$ cat src/rtl/vga_sync_gen.sv
// 640x480@60 raster timing generator: pixel/line counters, registered syncs, visible flag and strobes.
// Optional VGA_BLINK_EN adds a 5-bit frame counter whose MSB drives blink; otherwise blink is 0.
module vga_sync_gen #(
    parameter int H_VISIBLE = 640,
    parameter int H_FRONT   = 16,
    parameter int H_SYNC    = 96,
    parameter int H_BACK    = 48,
    parameter int V_VISIBLE = 480,
    parameter int V_FRONT   = 10,
    parameter int V_SYNC    = 2,
    parameter int V_BACK    = 33
) (
    input  logic       clk25mhz,
    input  logic       reset,
    input  logic       enable,
    output logic [9:0] hindex,
    output logic [9:0] vindex,
    output logic       hsync,
    output logic       vsync,
    output logic       visible,
    output logic       line_start,
    output logic       frame_start,
    output logic       blink
);

    localparam int H_TOTAL = H_VISIBLE + H_FRONT + H_SYNC + H_BACK;
    localparam int V_TOTAL = V_VISIBLE + V_FRONT + V_SYNC + V_BACK;

    localparam logic [9:0] H_LAST   = 10'(H_TOTAL - 1);
    localparam logic [9:0] V_LAST   = 10'(V_TOTAL - 1);
    localparam logic [9:0] H_VIS    = 10'(H_VISIBLE);
    localparam logic [9:0] V_VIS    = 10'(V_VISIBLE);
    localparam logic [9:0] HS_START = 10'(H_VISIBLE + H_FRONT);
    localparam logic [9:0] HS_END   = 10'(H_VISIBLE + H_FRONT + H_SYNC);
    localparam logic [9:0] VS_START = 10'(V_VISIBLE + V_FRONT);
    localparam logic [9:0] VS_END   = 10'(V_VISIBLE + V_FRONT + V_SYNC);

    logic [9:0] hindex_q, hindex_d;
    logic [9:0] vindex_q, vindex_d;
    logic       hsync_q, hsync_d;
    logic       vsync_q, vsync_d;
    logic       visible_q, visible_d;
    logic       line_start_q, line_start_d;
    logic       frame_start_q, frame_start_d;
    logic       h_wrap, v_wrap;

    assign h_wrap = (hindex_q == H_LAST);
    assign v_wrap = (vindex_q == V_LAST);

    // Decodes use the next counter values so every output lines up with the index it accompanies.
    always_comb begin
        hindex_d      = hindex_q;
        vindex_d      = vindex_q;
        hsync_d       = hsync_q;
        vsync_d       = vsync_q;
        visible_d     = visible_q;
        line_start_d  = 1'b0;
        frame_start_d = 1'b0;
        if (enable) begin
            hindex_d      = h_wrap ? 10'd0 : hindex_q + 10'd1;
            vindex_d      = h_wrap ? (v_wrap ? 10'd0 : vindex_q + 10'd1) : vindex_q;
            hsync_d       = !((hindex_d >= HS_START) && (hindex_d < HS_END));
            vsync_d       = !((vindex_d >= VS_START) && (vindex_d < VS_END));
            visible_d     = (hindex_d < H_VIS) && (vindex_d < V_VIS);
            line_start_d  = h_wrap;
            frame_start_d = h_wrap && v_wrap;
        end
    end

    always_ff @(posedge clk25mhz or posedge reset) begin
        if (reset) begin
            hindex_q      <= 10'd0;
            vindex_q      <= 10'd0;
            hsync_q       <= 1'b1;
            vsync_q       <= 1'b1;
            visible_q     <= 1'b0;
            line_start_q  <= 1'b0;
            frame_start_q <= 1'b0;
        end else begin
            hindex_q      <= hindex_d;
            vindex_q      <= vindex_d;
            hsync_q       <= hsync_d;
            vsync_q       <= vsync_d;
            visible_q     <= visible_d;
            line_start_q  <= line_start_d;
            frame_start_q <= frame_start_d;
        end
    end

`ifdef VGA_BLINK_EN
    logic [4:0] frame_cnt_q, frame_cnt_d;

    // Counts on the same edge that raises frame_start, so blink flips with the 16th strobe.
    always_comb begin
        frame_cnt_d = frame_cnt_q;
        if (frame_start_d) frame_cnt_d = frame_cnt_q + 5'd1;
    end

    always_ff @(posedge clk25mhz or posedge reset) begin
        if (reset) frame_cnt_q <= 5'd0;
        else       frame_cnt_q <= frame_cnt_d;
    end

    assign blink = frame_cnt_q[4];
`else
    assign blink = 1'b0;
`endif

    assign hindex      = hindex_q;
    assign vindex      = vindex_q;
    assign hsync       = hsync_q;
    assign vsync       = vsync_q;
    assign visible     = visible_q;
    assign line_start  = line_start_q;
    assign frame_start = frame_start_q;

endmodule

$ cat config.mk
export PLATFORM = sky130hd
export DESIGN_NAME = vga_sync_gen
export DESIGN_NICKNAME = d
export VERILOG_FILES = /design/src/rtl/vga_sync_gen.sv
export SDC_FILE = /design/constraint.sdc
export NUM_CORES = 1
export LEC_CHECK = 0
export ABC_CLOCK_PERIOD_IN_PS = 2720
export CAP_MARGIN = 20
export CORE_MARGIN = 8
export CORE_UTILIZATION = 41
export CTS_BUF_LIST = sky130_fd_sc_hd__clkbuf_8
export DETAILED_ROUTE_END_ITERATION = 16
export GPL_ROUTABILITY_DRIVEN = 0
export PLACE_DENSITY_LB_ADDON = 0.3
export RECOVER_POWER = 100
export SYNTH_ARGS = -nofsm -noshare
export SYNTH_HDL_FRONTEND = slang
export SYNTH_SLANG_ARGS = --single-unit
$ cat constraint.sdc
create_clock -name clk25mhz -period 2.72 [get_ports clk25mhz]
set_clock_uncertainty 0.2 [all_clocks]
set_input_delay 0.408 -clock clk25mhz [delete_from_list [all_inputs] [get_ports clk25mhz]]
set_output_delay 0.408 -clock clk25mhz [all_outputs]
set_load 0.02 [all_outputs]
# Yosys cells after proc, flatten, opt, wreduce, memory -nomap -nowiden

Index checks and enable logic that the tools add are counted.

$lt $le $gt $ge: 6
Reductions and logical operators: 6
$add $sub $neg: 2
Mux-type cells: 5
Eq/ne operators: 2

Operator list:

| operator              | count |
|---|---|
| $mux 10               | 3 |
| $add 10x1->10 const B | 2 |
| $eq 10x10->1 const B  | 2 |
| $lt 10x10->1 const B  | 2 |
| $lt 10x9->1 const B   | 2 |
| $ge 10x10->1 const B  | 1 |
| $ge 10x9->1 const B   | 1 |
| $logic_and 1x1->1     | 4 |
| $logic_not 1->1       | 2 |
| $mux 1                | 2 |

Output and inout port bits: 26
Flip-flop bits (word level): 25

# Depth between registers and ports, before layout

Gate-level depths: netlist of run 1.

Depth in word-level cells: 6
Gate-level depth with buffers: 8

# Least setup slack after synthesis of run 1

Ideal clock, no wire load.

Path kind: flip-flop to flip-flop
Start: register hindex_q[0], in the netlist hindex[0]
End: register vindex_q[8], in the netlist vindex[8]
Path buffers: 0
Period minus slack after synthesis: 2,315 ps
Path slack: 405 ps
Library setup time: 104 ps
Stages on the path, launching flop included: 6
Arrival time: 2,011 ps
Data required time: 2,416 ps
Cells stage by stage: dfrtp_1 ha_1 nand4_2 or3_4 or3_4 o41ai_2

Cells in the longest elaborated chain, start to end: 2

RTL lines:

| item                   | RTL line | RTL |
|---|---|---|
| start, declared        | 38       | `logic [9:0] hindex_q, hindex_d;` |
| start signal, assigned | 80       | `hindex_q <= hindex_d;` |
| $eq 10x10->1           | 47       | `assign h_wrap = (hindex_q == H_LAST);` |
| $mux 10                | 61       | `vindex_d = h_wrap ? (v_wrap ? 10'd0 : vindex_q + 10'd1) : vindex_q;` |
| end signal, assigned   | 81       | `vindex_q <= vindex_d;` |
| end, declared          | 39       | `logic [9:0] vindex_q, vindex_d;` |

No other way between the ends.
A chain may end at the register's enable or synchronous reset.

# Worst setup path in the final report of run 1

Start: register vindex_q[1], in the netlist vindex[1]
End: register visible_q, in the netlist visible

Cells in the longest elaborated chain, start to end: 5

RTL lines:

| item                                          | RTL line | RTL |
|---|---|---|
| $add 10x1->10 or $eq 10x10->1 (tied branches) | 61, 48   |  |
| $mux 10                                       | 61       |  |
| $mux 10 (*)                                   | 61       |  |
| $lt 10x9->1 (*)                               | 64       | `visible_d = (hindex_d < H_VIS) && (vindex_d < V_VIS);` |
| $logic_and 1x1->1 (*)                         | 64       |  |
| end signal, assigned                          | 84       | `visible_q <= visible_d;` |
| end, declared                                 | 42       | `logic visible_q, visible_d;` |

Every way passes the cells marked *; elsewhere a longest branch is shown, timed or not.

==> report_table.html, run 1 <==
<table>
<tr><th>Metric</th><th>Value</th></tr>
<tr><th colspan="2">Pwr</th></tr>
<tr><td>Total power</td><td>1.235 mW</td></tr>
<tr><td>Share of total power in combinational logic</td><td>35.3%</td></tr>
<tr><td>Peak supply drop</td><td>0.0002818 V</td></tr>
<tr><td>Power per standard cell area</td><td>just over 600 mW/mm^2</td></tr>
<tr><td>Switching power as a share of total power</td><td>39.44%</td></tr>
<tr><td>Cell Int Power</td><td>0.7480 mW</td></tr>
<tr><td>Net switching power of the design</td><td>0.4872 mW</td></tr>
<tr><td>Clock Power Share</td><td>between 10% and 20%</td></tr>
<tr><td>Share of power burned in registers</td><td>between 40% and 50%</td></tr>
<tr><td>Static Leak</td><td>0.8065 nW</td></tr>
<tr><th colspan="2">Clocking</th></tr>
<tr><td>Clk Latency, worst-skew pair</td><td>0.27 ns</td></tr>
<tr><td>Count of H-tree levels built during CTS</td><td>1</td></tr>
<tr><td>Clock tree from TritonCTS</td><td>done</td></tr>
<tr><td>Number of clock sinks seen by CTS</td><td>25</td></tr>
<tr><td>CTS clock-pin slew for the worst setup and hold paths</td><td>0.09 ns</td></tr>
<tr><td>Number of buffers added by the clock tree synthesis step</td><td>3</td></tr>
<tr><td>Hold-fix buffer count after cts</td><td>0</td></tr>
<tr><td>Post-CTS setup buffers</td><td>0</td></tr>
<tr><td>Number of resized instances in the post-cts repair step</td><td>0</td></tr>
<tr><td>Maximum root-to-sink buffer count</td><td>2</td></tr>
<tr><td>CTS Root Buffer Type</td><td>sky130_fd_sc_hd__clkbuf_8</td></tr>
<tr><th colspan="2">Yosys</th></tr>
<tr><td>FFs w/ async S/R, synth</td><td>100.0%</td></tr>
<tr><td>Compound-cell area share of the yosys netlist</td><td>17.99%</td></tr>
<tr><td>Synthesis Warnings</td><td>0</td></tr>
<tr><td>Flip-flop and latch count after synthesis</td><td>25</td></tr>
<tr><td>Number of standard cells after synthesis</td><td>182</td></tr>
<tr><td>Top cells by area, synth</td><td>sky130_fd_sc_hd__dfrtp_1, sky130_fd_sc_hd__xnor2_1, sky130_fd_sc_hd__o21ai_0</td></tr>
<tr><td>Sequential-to-total area share from yosys stat</td><td>36.56%</td></tr>
<tr><td>Xor and xnor fraction of the mapped netlist area</td><td>5.608%</td></tr>
<tr><td>Most area-hungry cell type in the Yosys netlist</td><td>sky130_fd_sc_hd__dfrtp_1</td></tr>
<tr><td>Multiplexer area fraction after synthesis</td><td>around 1.9%</td></tr>
<tr><td>Synth Area in Adders</td><td>2.913%</td></tr>
<tr><td>Area fraction of the dominant cell type after synthesis</td><td>about a third</td></tr>
<tr><td>Largest family of logic cells by synthesized area</td><td>simple AND/OR/NAND/NOR gates</td></tr>
<tr><td>Netlist area before placement</td><td>about 0.0017 sq mm</td></tr>
<tr><td>Mean cell area of the mapped netlist</td><td>9.439 sq um</td></tr>
<tr><td>Simple-Gate Fraction of Synth Area</td><td>26.66%</td></tr>
<tr><td>Post-synthesis cell type count</td><td>53</td></tr>
<tr><td>Net Count, Synth</td><td>189</td></tr>
<tr><td>Number of enable flip-flop cells after synthesis</td><td>0</td></tr>
<tr><td>Commonest register cell after synthesis</td><td>sky130_fd_sc_hd__dfrtp_1</td></tr>
<tr><th colspan="2">STA</th></tr>
<tr><td>Final worst-path setup slack</td><td>0.2134 ns</td></tr>
<tr><td>Headroom to the max-slew limit</td><td>between 8 and 9%</td></tr>
<tr><td>RSZ-0062 raised after global routing</td><td>false</td></tr>
<tr><td>Slew of the pin with the lowest slew margin</td><td>between 1 and 1.5 ns</td></tr>
<tr><td>Accumulated negative setup slack</td><td>0 ns</td></tr>
<tr><td>Number of pins with negative max-slew slack in the final report</td><td>0</td></tr>
<tr><td>Final Cycle Share</td><td>between 90 and 100%</td></tr>
<tr><td>Number of setup violations in the final report</td><td>0</td></tr>
<tr><td>Hold Violations, Final</td><td>0</td></tr>
<tr><td>Fmax</td><td>0.3989 GHz</td></tr>
<tr><td>Tmin final</td><td>around 2.5 ns</td></tr>
<tr><th colspan="2">Placed design</th></tr>
<tr><td>Dpl ws</td><td>0.2616 ns</td></tr>
<tr><td>I/O Buffers</td><td>27</td></tr>
<tr><td>Area of placed instances</td><td>0.001967 sq mm</td></tr>
<tr><td>Post-detail-place hpwl</td><td>2865 um</td></tr>
<tr><th colspan="2">Final layout</th></tr>
<tr><td>Fill cells</td><td>between 400 and 500</td></tr>
<tr><td>Fraction of final layout cells sized beyond drive strength 1</td><td>10.73%</td></tr>
<tr><td>Total area of multi-input combinational cells</td><td>935.9 sq um</td></tr>
<tr><td>Area taken by flip-flops and latches</td><td>628.1 sq um</td></tr>
<tr><td>Antenna fix cells</td><td>0</td></tr>
<tr><td>Final Instance Area</td><td>0.001991 sq mm</td></tr>
<tr><td>Finished Core Util</td><td>49.41%</td></tr>
<tr><td>Area added between synthesis and finish</td><td>15.88%</td></tr>
<tr><td>Final Net Count</td><td>~210</td></tr>
<tr><th colspan="2">Drt</th></tr>
<tr><td>Average wire per standard cell</td><td>15.55 um</td></tr>
<tr><td>First-pass DRT Iterations</td><td>4</td></tr>
<tr><td>DR vias/cell</td><td>5.647</td></tr>
<tr><td>Total routed wirelength</td><td>around 4000 um</td></tr>
<tr><td>DRC viols</td><td>0</td></tr>
<tr><td>Drt first-iter violations</td><td>91</td></tr>
<tr><td>Post-DRT Antenna Nets</td><td>0</td></tr>
<tr><td>Count of vias placed by the detailed router</td><td>1440</td></tr>
<tr><th colspan="2">Critical path</th></tr>
<tr><td>Crit path kind</td><td>flop to flop</td></tr>
<tr><td>Startpoint kind of the worst setup timing path</td><td>flop</td></tr>
<tr><td>Critical Path RT</td><td>2.74 ns</td></tr>
<tr><td>Worst Path Max Fanout</td><td>9</td></tr>
<tr><td>Worst Path Arrival</td><td>around 2.5 ns</td></tr>
<tr><td>Crit path capture type</td><td>flop</td></tr>
<tr><th colspan="2">GRT</th></tr>
<tr><td>Gr ovfl total</td><td>0</td></tr>
<tr><td>Maximum number of pins on one net before global-route repair</td><td>26</td></tr>
<tr><td>Via count of the first global-routing pass</td><td>1372</td></tr>
<tr><td>Initial antenna violation count</td><td>0</td></tr>
<tr><td>GRT Overall Usage</td><td>13.06%</td></tr>
<tr><td>Global-route wire length before repair</td><td>about 6700 um</td></tr>
<tr><th colspan="2">Floorplan</th></tr>
<tr><td>Die Span X</td><td>80.73 um</td></tr>
<tr><td>Std cell rows</td><td>23</td></tr>
<tr><td>I/O pin count</td><td>29</td></tr>
<tr><td>Overall die area</td><td>0.006517 sq mm</td></tr>
<tr><td>Initial Utilization</td><td>between 40 and 50%</td></tr>
<tr><td>Overall die height</td><td>80.73 um</td></tr>
<tr><td>Area of the placeable core</td><td>0.004029 sq mm</td></tr>
<tr><th colspan="2">Status</th></tr>
<tr><td>Result of the run</td><td>completed</td></tr>
<tr><th colspan="2">Flow run</th></tr>
<tr><td>Maximum Capacitance Violations</td><td>0</td></tr>
<tr><th colspan="2">Min path</th></tr>
<tr><td>Worst Hold Class</td><td>flop to flop</td></tr>
</table>
layout make-up:
cell class / count / area share [%]
Clock inverter: 1 / 0.1886
Inverter: 7 / 1.320
Clock buffer: 3 / 2.074
Sequential cell: 25 / 31.55
Timing Repair Buffer: 31 / 14.71
Multi-Input combinational cell: 138 / 47.01
Tap cell: 50 / 3.143
routing by layer:
layer  up-vias  track usage [%]  share of wire, %
met5         -                0                 0
met4         0            6.071               1.8
met3         7            2.759               5.3
met2        44            19.89                46
met1       679            17.32                47
li1        710                -                 -
cell usage after synthesis, drive strengths merged (2+ instances only):
library cell and number:
dfrtp 23, nand2 15, o21ai 14, nand3 12, a21oi 11, nor2 11
buf 8, xnor2 8, and3 7, inv 7, nand4 6, nor3 6
clkbuf 4, ha 4, nor3b 3, nor4 3, o211ai 3, xor2 3
a21o 2, a31oi 2, and4 2, dfstp 2, mux2 2, o311ai 2
o31ai 2, or3 2
logic make-up after synthesis:
group                      count (synthesis)
AOI/OAI and AO/OA                         45
xor gates and xnor gates                  11
adders and majority gates                  4
buffers and inverters                     19
DFF                                       25
muxes                                      3
other                                      1
and+or+nand+nor                           74
critical path, stage by stage, from the launching register on:
cell                       delay, ns
sky130_fd_sc_hd__dfrtp_1        0.48
sky130_fd_sc_hd__inv_1          0.09
sky130_fd_sc_hd__ha_1           0.16
sky130_fd_sc_hd__or3b_1         0.39
sky130_fd_sc_hd__nor4_4         0.39
sky130_fd_sc_hd__o21ai_1        0.19
sky130_fd_sc_hd__a221oi_2       0.35
sky130_fd_sc_hd__a32o_2         0.21
layout by cell type (no fill, tap or decap), drive strengths merged, types with 4 or more instances in the layout:
master / synthesis / layout
o21ai: 14 / 14
nand3: 12 / 12
nor2: 11 / 11
nor3: 6 / 6
nand2: 15 / 15
nand4: 6 / 6
xnor2: 8 / 8
ha: 4 / 4
dlygate4sd3: 0 / 27
clkbuf: 4 / 5
a21oi: 11 / 11
inv: 7 / 8
and3: 7 / 7
dfrtp: 23 / 23
worst paths after layout:
kind / startpoint / endpoint / slack [ns] / cells after the start
max in group asynchronous: reset / hindex[1] / 0.70 / 3
setup / recovery: vindex[1] / visible / 0.21 / 7
min in group asynchronous: reset / hindex[8] / 0.82 / 3
hold reg to reg: vsync / vsync / 0.31 / 2
hold / removal: vsync / vsync / 0.31 / 2
setup reg to reg: vindex[1] / visible / 0.21 / 7
per-stage QoR:
step	cells	hold slack (ns)
floorplan	182	0.2338
global placement	251	0.2988
detailed placement	251	0.3000
CTS	255	0.2870
global route	255	0.3254
finish	255	0.3125
sequential cells by signal, summed over array words and instances, names as in the netlist:
name / cells
hindex: 10
vsync: 1
line_start: 1
vindex: 10
visible: 1
frame_start: 1
hsync: 1
power by group through the flow:
stage / Sequential, mW / Clock, mW / Combinational, mW
after floorplan: 0.601 / 0 / 0.307
after global placement: 0.589 / 0 / 0.465
after detailed placement: 0.593 / 0 / 0.471
after CTS: 0.586 / 0.231 / 0.472
after global routing: 0.605 / 0.244 / 0.480
final: 0.578 / 0.221 / 0.436
Power figures use the tool's default switching activity.
==> inputs of run 2 (changes only) <==
--- a/config.mk
+++ b/config.mk
@@ -7,11 +7,12 @@
 export LEC_CHECK = 0
 export ABC_CLOCK_PERIOD_IN_PS = 2720
 export CAP_MARGIN = 20
-export CORE_MARGIN = 8
+export CORE_MARGIN = 4
 export CORE_UTILIZATION = 41
 export CTS_BUF_LIST = sky130_fd_sc_hd__clkbuf_8
 export DETAILED_ROUTE_END_ITERATION = 16
 export GPL_ROUTABILITY_DRIVEN = 0
+export HOLD_SLACK_MARGIN = 0.1
 export PLACE_DENSITY_LB_ADDON = 0.3
 export RECOVER_POWER = 100
 export SYNTH_ARGS = -nofsm -noshare
==> report_table.html, run 2 (same netlist as run 1, synthesis figures left out) <==
<table>
<tr><th>Metric</th><th>Value</th></tr>
<tr><th colspan="2">Final layout</th></tr>
<tr><td>Highest-count cells in the layout ignoring fill and taps</td><td>sky130_fd_sc_hd__dlygate4sd3_1, sky130_fd_sc_hd__dfrtp_1, sky130_fd_sc_hd__nand2_1, sky130_fd_sc_hd__o21ai_0, sky130_fd_sc_hd__nand3_1</td></tr>
<tr><td>Fraction of final layout cells sized beyond drive strength 1</td><td>9.756%</td></tr>
<tr><td>Final Instance Area</td><td>0.001977 sq mm</td></tr>
<tr><td>Area added between synthesis and finish</td><td>15.08%</td></tr>
<tr><td>Finished Core Util</td><td>approximately half</td></tr>
<tr><td>Most common cell after layout, fill and taps aside</td><td>sky130_fd_sc_hd__dlygate4sd3_1</td></tr>
<tr><td>Antenna fix cells</td><td>0</td></tr>
<tr><td>Final Net Count</td><td>approximately 210</td></tr>
<tr><td>Number of standard cells in the final layout excluding fillers</td><td>255</td></tr>
<tr><th colspan="2">Critical path</th></tr>
<tr><td>Worst Path Arrival</td><td>2.40 ns</td></tr>
<tr><td>Depth of the worst register-to-register path</td><td>5</td></tr>
<tr><td>Crit path capture type</td><td>flop</td></tr>
<tr><td>Startpoint kind of the worst setup timing path</td><td>flop</td></tr>
<tr><td>Critical Path RT</td><td>2.68 ns</td></tr>
<tr><td>Crit path kind</td><td>flop to flop</td></tr>
<tr><td>Worst Path Max Fanout</td><td>7</td></tr>
<tr><th colspan="2">Clocking</th></tr>
<tr><td>Clk Latency, worst-skew pair</td><td>around 0.27 ns</td></tr>
<tr><td>Maximum root-to-sink buffer count</td><td>2</td></tr>
<tr><td>CTS clock-pin slew for the worst setup and hold paths</td><td>0.10 ns</td></tr>
<tr><td>Number of clock sinks seen by CTS</td><td>25</td></tr>
<tr><td>Clock tree from TritonCTS</td><td>done</td></tr>
<tr><td>Post-CTS setup buffers</td><td>0</td></tr>
<tr><td>CTS Root Buffer Type</td><td>sky130_fd_sc_hd__clkbuf_8</td></tr>
<tr><td>Number of resized instances in the post-cts repair step</td><td>0</td></tr>
<tr><td>Hold-fix buffer count after cts</td><td>0</td></tr>
<tr><td>Number of buffers added by the clock tree synthesis step</td><td>3</td></tr>
<tr><td>Count of H-tree levels built during CTS</td><td>1</td></tr>
<tr><th colspan="2">Drt</th></tr>
<tr><td>DR vias/cell</td><td>5.722</td></tr>
<tr><td>Average wire per standard cell</td><td>14.79 um</td></tr>
<tr><td>Drt first-iter violations</td><td>108</td></tr>
<tr><td>Count of vias placed by the detailed router</td><td>~1500</td></tr>
<tr><td>Post-DRT Antenna Nets</td><td>0</td></tr>
<tr><td>First-pass DRT Iterations</td><td>5</td></tr>
<tr><td>Total routed wirelength</td><td>3771 um</td></tr>
<tr><td>DRC viols</td><td>0</td></tr>
<tr><th colspan="2">Pwr</th></tr>
<tr><td>Power per standard cell area</td><td>621.2 mW/mm^2</td></tr>
<tr><td>Peak supply drop</td><td>0.0003250 V</td></tr>
<tr><td>Static Leak</td><td>0.7962 nW</td></tr>
<tr><th colspan="2">Min path</th></tr>
<tr><td>Worst Hold Class</td><td>flop to flop</td></tr>
<tr><td>Worst hold path cell count</td><td>2</td></tr>
<tr><th colspan="2">STA</th></tr>
<tr><td>Number of setup violations in the final report</td><td>0</td></tr>
<tr><td>Number of pins with negative max-slew slack in the final report</td><td>0</td></tr>
<tr><td>Tmin final</td><td>2.432 ns</td></tr>
<tr><td>Worst hold slack</td><td>a little under 0.3 ns</td></tr>
<tr><td>Accumulated negative setup slack</td><td>0 ns</td></tr>
<tr><td>Hold Violations, Final</td><td>0</td></tr>
<tr><td>Fmax</td><td>0.4111 GHz</td></tr>
<tr><td>Headroom to the max-slew limit</td><td>7.491%</td></tr>
<tr><td>Slew of the pin with the lowest slew margin</td><td>about 1.4 ns</td></tr>
<tr><td>RSZ-0062 raised after global routing</td><td>false</td></tr>
<tr><td>Final Cycle Share</td><td>89.42%</td></tr>
<tr><th colspan="2">Floorplan</th></tr>
<tr><td>Initial Utilization</td><td>42.64%</td></tr>
<tr><td>Overall die area</td><td>approximately 0.0053 sq mm</td></tr>
<tr><td>Die Span X</td><td>72.73 um</td></tr>
<tr><td>I/O pin count</td><td>29</td></tr>
<tr><td>Area of the placeable core</td><td>0.004029 sq mm</td></tr>
<tr><td>Overall die height</td><td>between 70 and 80 um</td></tr>
<tr><td>Std cell rows</td><td>23</td></tr>
<tr><th colspan="2">Flow run</th></tr>
<tr><td>Maximum Capacitance Violations</td><td>0</td></tr>
<tr><th colspan="2">GRT</th></tr>
<tr><td>Initial antenna violation count</td><td>0</td></tr>
<tr><td>Via count of the first global-routing pass</td><td>1298</td></tr>
<tr><td>Gr ovfl total</td><td>0</td></tr>
<tr><td>GRT Overall Usage</td><td>15.35%</td></tr>
<tr><td>Global-route wire length before repair</td><td>between 6000 and 7000 um</td></tr>
<tr><td>Maximum number of pins on one net before global-route repair</td><td>26</td></tr>
<tr><th colspan="2">Status</th></tr>
<tr><td>Result of the run</td><td>completed</td></tr>
<tr><th colspan="2">Placed design</th></tr>
<tr><td>Post-detail-place hpwl</td><td>2701 um</td></tr>
<tr><td>Area of placed instances</td><td>0.001967 sq mm</td></tr>
<tr><td>Inst Count DP</td><td>251</td></tr>
<tr><td>I/O Buffers</td><td>27</td></tr>
</table>
-- run 2: layout make-up --
type	instances	area, sq um
clock buffer	3	41.29
inverter	7	26.28
multi-input combinational	138	924.6
tap	50	62.56
clock inverter	1	5.005
timing repair buffer	31	289.0
fill	416	2052
sequential	25	628.1
-- run 2: per-layer routing --
layer / track usage (%) / share of wire (%) / up-vias
met5: 0 / 0 / -
met4: 4.098 / 0.85 / 0
met3: 2.342 / 5.1 / 4
met2: 22.34 / 46 / 43
met1: 23.49 / 48 / 698
li1: - / - / 714
-- run 2: power by group --
part           total [mW]  leakage, nW  switching, mW  internal, mW
combinational       0.433        0.463          0.220         0.213
clock               0.222       0.0255          0.119         0.102
sequential          0.574        0.308          0.139         0.435
total                1.23        0.796          0.478         0.750
-- run 2: per-stage QoR --
step	setup WS, ns	power, mW
final	0.2878	1.228
after global routing	0.06932	1.316
after detailed placement	0.3693	1.054
after CTS	0.3637	1.277
after floorplan	0.4051	0.9080
after global placement	0.3492	1.050
-- run 2: critical path, stage by stage, from the launching register on --
cell,delay [ns]
sky130_fd_sc_hd__dfrtp_1,0.44
sky130_fd_sc_hd__ha_1,0.25
sky130_fd_sc_hd__nand4_1,0.21
sky130_fd_sc_hd__or3_1,0.47
sky130_fd_sc_hd__or3_1,0.43
sky130_fd_sc_hd__o41ai_2,0.32
-- run 2: worst paths after layout --
check / start / to / slack, ns
worst max-delay path: hindex[0] / vindex[8] / 0.29
worst min register to register: vsync / vsync / 0.30
max in group asynchronous: reset / vindex[8] / 0.66
worst max register to register: hindex[0] / vindex[8] / 0.29
worst min-delay path: vsync / vsync / 0.30
min in group asynchronous: reset / hindex[8] / 0.83
